[src/rtl/lsu_mem_ctrl.sv]
// Load/store unit: one data access per req, with lane steering, strobes, load extension and misalign faults (optional LSU_TIMEOUT_EN watchdog).
// Latency: bus_req the cycle after accept, done the cycle after bus_ack; faults pulse the cycle after accept.
// Backpressure: busy stalls the core while an access is outstanding; req is ignored unless idle.
module lsu_mem_ctrl #(
  parameter int TIMEOUT = 255
) (
  input  logic        clk,
  input  logic        rst,
  input  logic        req,
  input  logic        mem_read_en,
  input  logic        mem_write_en,
  input  logic [2:0]  load_width,
  input  logic [2:0]  store_width,
  input  logic [31:0] addr,
  input  logic [31:0] wdata,
  output logic        busy,
  output logic        done,
  output logic [31:0] rdata,
  output logic        fault,
  output logic        bus_req,
  output logic        bus_we,
  output logic [31:0] bus_addr,
  output logic [3:0]  bus_wstrb,
  output logic [31:0] bus_wdata,
  input  logic        bus_ack,
  input  logic [31:0] bus_rdata
);

  typedef enum logic [1:0] {IDLE, REQ, DONE, ERR} state_t;

  state_t      state;
  logic [2:0]  widthQ;
  logic [1:0]  offQ;

  logic [1:0]  accSize;
  logic        widthOk;
  logic        misaligned;
  logic [3:0]  laneStrb;
  logic [31:0] laneData;
  logic [31:0] shifted;
  logic [31:0] loadData;

`ifdef LSU_TIMEOUT_EN
  localparam int CW = ($clog2(TIMEOUT + 1) < 8) ? 8 : $clog2(TIMEOUT + 1);
  logic [CW-1:0] waitCnt;
`endif

  // Access size: 0=byte, 1=half, 2=word; LWU aliases LW on a 32-bit core.
  always_comb begin
    widthOk = 1'b1;
    accSize = 2'd0;
    if (mem_write_en) begin
      case (store_width)
        3'd0:    accSize = 2'd0;
        3'd1:    accSize = 2'd1;
        3'd2:    accSize = 2'd2;
        default: widthOk = 1'b0;
      endcase
    end else begin
      case (load_width)
        3'd0, 3'd4: accSize = 2'd0;
        3'd1, 3'd5: accSize = 2'd1;
        3'd2, 3'd6: accSize = 2'd2;
        default:    widthOk = 1'b0;
      endcase
    end
    misaligned = ((accSize == 2'd1) && addr[0]) || ((accSize == 2'd2) && (addr[1:0] != 2'b00));
    case (accSize)
      2'd0: begin
        laneStrb = 4'b0001 << addr[1:0];
        laneData = {4{wdata[7:0]}};
      end
      2'd1: begin
        laneStrb = addr[1] ? 4'b1100 : 4'b0011;
        laneData = {2{wdata[15:0]}};
      end
      default: begin
        laneStrb = 4'b1111;
        laneData = wdata;
      end
    endcase
  end

  always_comb begin
    shifted = bus_rdata >> {offQ, 3'b000};
    case (widthQ)
      3'd0:    loadData = {{24{shifted[7]}}, shifted[7:0]};
      3'd1:    loadData = {{16{shifted[15]}}, shifted[15:0]};
      3'd4:    loadData = {24'h0, shifted[7:0]};
      3'd5:    loadData = {16'h0, shifted[15:0]};
      default: loadData = shifted;
    endcase
  end

  always_ff @(posedge clk) begin
    if (rst) begin
      state     <= IDLE;
      busy      <= 1'b0;
      done      <= 1'b0;
      fault     <= 1'b0;
      rdata     <= 32'h0;
      bus_req   <= 1'b0;
      bus_we    <= 1'b0;
      bus_addr  <= 32'h0;
      bus_wstrb <= 4'h0;
      bus_wdata <= 32'h0;
      widthQ    <= 3'd0;
      offQ      <= 2'd0;
`ifdef LSU_TIMEOUT_EN
      waitCnt   <= '0;
`endif
    end else begin
      done  <= 1'b0;
      fault <= 1'b0;
      case (state)
        IDLE: begin
          if (req && (mem_read_en || mem_write_en)) begin
            busy <= 1'b1;
            if ((mem_read_en && mem_write_en) || !widthOk || misaligned) begin
              state <= ERR;
              fault <= 1'b1;
            end else begin
              state     <= REQ;
              bus_req   <= 1'b1;
              bus_we    <= mem_write_en;
              bus_addr  <= {addr[31:2], 2'b00};
              bus_wstrb <= mem_write_en ? laneStrb : 4'h0;
              bus_wdata <= laneData;
              widthQ    <= load_width;
              offQ      <= addr[1:0];
`ifdef LSU_TIMEOUT_EN
              waitCnt   <= '0;
`endif
            end
          end
        end
        REQ: begin
          // An ack arriving on the timeout cycle still completes the access.
          if (bus_ack) begin
            state   <= DONE;
            bus_req <= 1'b0;
            done    <= 1'b1;
            if (!bus_we) rdata <= loadData;
          end
`ifdef LSU_TIMEOUT_EN
          else if (waitCnt == CW'(TIMEOUT - 1)) begin
            state   <= ERR;
            bus_req <= 1'b0;
            fault   <= 1'b1;
          end else begin
            waitCnt <= waitCnt + 1'b1;
          end
`endif
        end
        DONE: begin
          state <= IDLE;
          busy  <= 1'b0;
        end
        default: begin
          state <= IDLE;
          busy  <= 1'b0;
        end
      endcase
    end
  end

endmodule

[config.mk]
export PLATFORM = sky130hd
export DESIGN_NAME = lsu_mem_ctrl
export DESIGN_NICKNAME = d
export VERILOG_FILES = /design/src/rtl/lsu_mem_ctrl.sv
export SDC_FILE = /design/constraint.sdc
export NUM_CORES = 1
export LEC_CHECK = 0
export CAP_MARGIN = 20
export CORE_MARGIN = 2
export CORE_UTILIZATION = 40
export DETAILED_ROUTE_END_ITERATION = 12
export HOLD_SLACK_MARGIN = 0.12
export PLACE_DENSITY = 0.79
export SYNTH_ARGS = -nofsm -noshare
export SYNTH_HDL_FRONTEND = slang
export SYNTH_SLANG_ARGS = --single-unit
[constraint.sdc]
create_clock -name clk -period 2.86 [get_ports clk]
set_clock_uncertainty 0.15 [all_clocks]
set_input_delay 0.286 -clock clk [delete_from_list [all_inputs] [get_ports clk]]
set_output_delay 0.286 -clock clk [all_outputs]
set_load 0.02 [all_outputs]
======== Word level (Yosys, flattened, before mapping) ========
Index checks and enable logic that the tools add are counted.
word-level totals
  bits in registers ....................... 110
  input port bits ......................... 108
  logic and storage cells ................. 85
  output and inout bits ................... 105
operators by class
  equal/unequal tests ..................... 16
  shifts and indexed selects .............. 2
  reductions and logical operators ........ 27
  mux-type cells .......................... 23
  bitwise gates (word level) .............. 5
operator list
  operator            number
  $pmux 32 s4         1
  $pmux 32 s2         1
  $shr 32x5->32       1
  $eq 3x3->1 const B  5
  $pmux 2 s2          3
  $eq 3x1->1 const B  3
  $logic_not 3->1     3
  $mux 1              9
  $mux 2              4
  $mux 4              2
  $pmux 4 s2          1
  $eq 3x2->1 const B  2
  $ne 2x2->1 const B  3
  $reduce_and 3->1    2
  $reduce_or 2->1     3
  $reduce_or 3->1     2
  $reduce_or 6->1     1
  $not 1->1           5
  $eq 2x1->1 const B  2
  $logic_and 1x1->1   4
  $logic_not 2->1     2
  $logic_or 1x1->1    4
  $pmux 1 s2          2
  $reduce_and 2->1    2
  other kinds (5)     6

======== Logic depth before layout (Yosys ltp) ========
  depth after elaboration ................. 11
  depth in mapped cells ................... 9
  gate-level depth less buffers ........... 5

======== Least setup slack after synthesis ========
No wires, ideal clock.
  kind .................................... flip-flop to flip-flop
  from .................................... register offQ[0]
  to ...................................... register rdata[16]
  cell stages (with the launch flop) ...... 7
  clock period less this slack ............ 2.049 ns
  buffers on the path ..................... 2
  path slack .............................. 0.811 ns
  library setup time ...................... 0.134 ns
  data arrival time ....................... 1.765 ns
  cells stage by stage .................... dfxtp_1 -> buf_6 -> mux2_1 -> mux4_2 -> a21oi_2 -> buf_4 -> a211oi_1
on the way
  longest elaborated chain between the ends .. 2
RTL lines
  what                    RTL line  RTL
  start, declared         33        logic [1:0] offQ;
  start signal, assigned  130       offQ <= addr[1:0];
  $shr 32x5->32           85        shifted = bus_rdata >> {offQ, 3'b000};
  $pmux 32 s4             86        case (widthQ)
  end signal, assigned    143       if (!bus_we) rdata <= loadData;
  end, declared           18        output logic [31:0] rdata,
Every way passes these cells.
A chain may end at the register's enable or synchronous reset.

======== Worst setup path in the final report ========
  from .................................... input mem_write_en
  to ...................................... register bus_wdata[14]
on the way
  longest elaborated chain between the ends .. 7
  elaborated cells between the ends (all ways) .. 17
  those cells by class .................... eq/ne: 2; mux: 3; bitwise: 1; reduce/logical: 11
RTL lines
  what                                             RTL line  RTL
  start, declared                                  11        input logic mem_write_en,
  $mux 2                                           52        if (mem_write_en) begin
  $eq 2x1->1 / $eq 2x2->1 (equally long branches)  67, 68
  $logic_and 1x1->1                                67        misaligned = ((accSize == 2'd1) && addr[0]) || ((accSize == 2'd2) && (addr[1:0] != 2'b00));
  $logic_or 1x1->1                                 67
  $logic_or 1x1->1                                 119       if ((mem_read_en && mem_write_en) || !widthOk || misaligned) begin
  $not 1->1 (no line)                              n/a
  $reduce_and 3->1 (no line)                       n/a
  end signal, assigned                             128       bus_wdata <= laneData;
  end, declared                                    24        output logic [31:0] bus_wdata,
Parallel ways exist; a longest one is shown, timed or not.

==> run summary <==
The non-filler instance count after layout is approximately 910. Dividing total power by cell area gives a power density of 543 mW/mm2. The cell area after synthesis is between 0.004 and 0.005 mm2. The starting density of the core came out at between 40% and 50%.

The setup violation total in the final timing report came out at 0. Measured in cells, the most critical reg-to-reg path has a length of 5. The synthesized design contains between 100 and 150 register bits. The area of the core region is around 0.012 mm2.

The area added between synthesis and finish is 53.3%. Of the cells placed in the final design, the portion with a size suffix greater than 1 is under 10%. The total grt overflow is 0.

The cell count after placement is 898. The global-route wire length before repair came out at roughly 23000 um. The latest clock arrival within the worst-skew pair is 0.34 ns.

Measured against its own limit, the worst slew margin works out to about 52%. In the synthesized netlist, the number of instances is about 570. The post-detailed-route wirelength per cell is roughly 16 um.

The clock sink count is 110. For the final routed database, the setup TNS stands at 0 ns. The combined global-route utilization of all metal layers came out at around 22%. The worst hold path begins at bus_addr[23]$_SDFFE_PP0P_.

The part of the cycle the worst path needs came out at a little over four fifths. For this run, the detailed router's first-pass iteration total came to 5. The floorplan die height is ~110 um.

In this run the critical register-to-register path is captured at rdata[28]$_SDFFE_PP0P_. The worst setup path startpoint is mem_write_en. The signal arrival time at the worst endpoint came out at around 2.5 ns. The last element of the critical path is bus_wdata[14]$_SDFFE_PP0P_. The number of DRC violations after detailed routing is 0. Setup repair after global routing left no endpoint under its margin. The row count is 40. The number of I/O port buffers is 210. The number of enable flip-flop cells after synthesis came out at 0. The average cell area after synthesis came out at between 8 and 9 um2. TritonCTS built the clock tree. The number of antenna cells inserted is 0. The post-CTS setup repair buffer count is 0. The maximum clock frequency came out at 415 MHz. The number of global-route vias before repair came out at roughly 4700. The hold violation total from the final report came out at 0. The die width is 114 um. The max-cap violation count is 0.

The number of buffers on the longest clock path is 2. The total routed wirelength came out at 14800 um. The commonest register cell after synthesis is sky130_fd_sc_hd__dfxtp_1. In this run the worst hold path is classified as flop to flop.

Sequential elements use between 40 and 50% of the synthesized area. The die covers roughly 0.013 mm2. STA classifies the critical path endpoint as a flop.

The reg2reg setup slack is 0.76 ns. Detailed routing inserted a total of roughly 4800 vias. The origin of the critical flop-to-flop path is offQ[0]$_SDFFE_PP0P_.

The count of synthesis-stage warnings from yosys is 0. The clock-pin slew of the registers on the worst-case setup and hold paths is roughly 0.07 ns. The max-slew violation total from the final report came out at 0.

The pin count of the biggest net entering global routing came out at 70. Buffers inserted during clock tree synthesis total 9. The detailed-route vias per instance came out at approximately 5.2.

The minimum clock period after layout is roughly 2.4 ns. The number of distinct standard cells referenced by the synthesized netlist is 45. The number of fillers in the final layout is just under 1000. The largest vdd supply drop came out at 0.270 mV. In this run, post-CTS repair resized a total of 0 instances. The static leakage power came out at approximately 2.6 nW. The clock tree synthesis step divided the H-tree into 3 levels. The number of design-rule violations left by the first detailed-router iteration came out at 273. The type of origin of the critical path is an input pin. The sum of net half-perimeters after detailed placement is 11100 um. By startpoint and endpoint, the worst setup path is classified as input pin to flop. The number of nets in the layout came out at between 800 and 900. The biggest fanout along the worst timing path is 60. between 200 and 250 I/O pins were placed. The routability congestion estimate from global placement is between 0.8 and 0.9. The share of synthesized flip-flops with an asynchronous set or reset is 0%. The root buffer cell is sky130_fd_sc_hd__clkbuf_16.

The transition at the pin with the smallest max-transition slack came out at around 0.72 ns. The post-detailed-route count of antenna-violating nets came out at 0. The number of antenna violations at the first check in global routing is 0. STA puts the critical path data required time at roughly 3.0 ns.

The hold buffer count at CTS is 0. The run finished with clean final reports.
## worst max-delay path: stages
cell and delay [ns]:
sky130_fd_sc_hd__clkdlybuf4s50_1 0.55, sky130_fd_sc_hd__or3b_1 0.53, sky130_fd_sc_hd__a31oi_4 0.27, sky130_fd_sc_hd__o2111a_4 0.30, sky130_fd_sc_hd__buf_12 0.25, sky130_fd_sc_hd__nor2_1 0.07, sky130_fd_sc_hd__a211oi_1 0.23
## per-layer routing
metal,vias up,GRT usage (%),routed length [um]
met5,-,0,0
met4,0,9.43,367
met3,22,5.84,1190
met2,196,39.4,7180
met1,2179,25.9,6050
li1,2374,-,-
## flip-flops by register name, summed over array words and instances, names as in the netlist
signal / flops
bus_addr: 30
bus_req: 1
bus_wdata: 32
bus_we: 1
bus_wstrb: 4
busy: 1
done: 1
fault: 1
offQ: 2
rdata: 32
state: 2
widthQ: 3
## layout make-up
cell class / count / area (um2) / share of cell area, %
repair buffers: 226 / 2230 / 30.3
clock inverters: 6 / 133 / 1.80
inverters: 4 / 15.0 / 0.204
clock buffers: 10 / 239 / 3.24
well taps: 147 / 184 / 2.49
multi-input cells: 411 / 2370 / 32.2
flip-flops and latches: 110 / 2200 / 29.9
## stage by stage
stage               hold slack, ns  instance area, um2  util, %  power (mW)  setup WS (ns)
finish                       0.301                7380     62.2        4.01          0.452
global route                 0.318                7380     62.2        4.17          0.323
CTS                          0.303                7380     62.2        4.04          0.453
detailed placement           0.295                7010     59.1        2.51         0.0961
global placement             0.288                7010     59.1        2.50          0.198
floorplan                    0.276                4810        -        2.11          0.811
## kinds of logic after synthesis
family,Yosys count,synth area share (%)
DFF,110,45.8
buffers and inverters,52,5.98
muxes,41,9.05
and+or+nand+nor,219,18.5
other,1,0.0779
AOI/OAI and AO/OA,147,20.2
xor gates and xnor gates,2,0.364
## report_power, final
| group | internal [mW] | switching [mW] | total (mW) |
|---|---|---|---|
| registers | 1.62 | 0.0489 | 1.67 |
| logic | 0.404 | 0.411 | 0.815 |
| clock network | 0.967 | 0.561 | 1.53 |
| total | 2.99 | 1.02 | 4.01 |
## placed cells by master (no fill, tap or decap), drive strengths merged, types with 11 or more instances in the layout
master / instances
buf: 17
a211oi: 41
dfxtp: 110
a21oi: 68
mux2i: 30
nand2: 135
nor2: 57
nor3: 11
clkdlybuf4s50: 209
## synth_stat cells (2+ instances only)
library cell	count	share of area (%)
sky130_fd_sc_hd__a21oi_1	67	7.0
sky130_fd_sc_hd__o21ai_0	8	0.83
sky130_fd_sc_hd__nor3_1	11	1.1
sky130_fd_sc_hd__nand2_1	135	11
sky130_fd_sc_hd__a31oi_1	2	0.26
sky130_fd_sc_hd__or2_2	2	0.26
sky130_fd_sc_hd__mux2_2	9	2.1
sky130_fd_sc_hd__a211oi_1	41	6.4
sky130_fd_sc_hd__nor2_1	57	4.4
sky130_fd_sc_hd__dfxtp_1	110	46
sky130_fd_sc_hd__nor2b_1	5	0.65
sky130_fd_sc_hd__buf_2	8	0.83
sky130_fd_sc_hd__a222oi_1	8	1.7
sky130_fd_sc_hd__nand3_1	2	0.21
sky130_fd_sc_hd__mux2i_1	30	6.2
sky130_fd_sc_hd__buf_6	3	0.70
sky130_fd_sc_hd__clkbuf_1	26	2.0
sky130_fd_sc_hd__inv_1	4	0.31
sky130_fd_sc_hd__o211ai_1	10	1.6
sky130_fd_sc_hd__buf_8	3	0.94
sky130_fd_sc_hd__buf_4	7	1.1
## worst min path at each step
stage,to,depth (start not counted)
2_1_floorplan,bus_addr[10]$_SDFFE_PP0P_,2
3_3_place_gp,bus_addr[20]$_SDFFE_PP0P_,2
3_5_place_dp,bus_addr[23]$_SDFFE_PP0P_,2
4_1_cts,bus_addr[23]$_SDFFE_PP0P_,2
5_1_grt,bus_addr[2]$_SDFFE_PP0P_,2
6_report,bus_addr[23]$_SDFFE_PP0P_,2
Power figures use the tool's default switching activity.
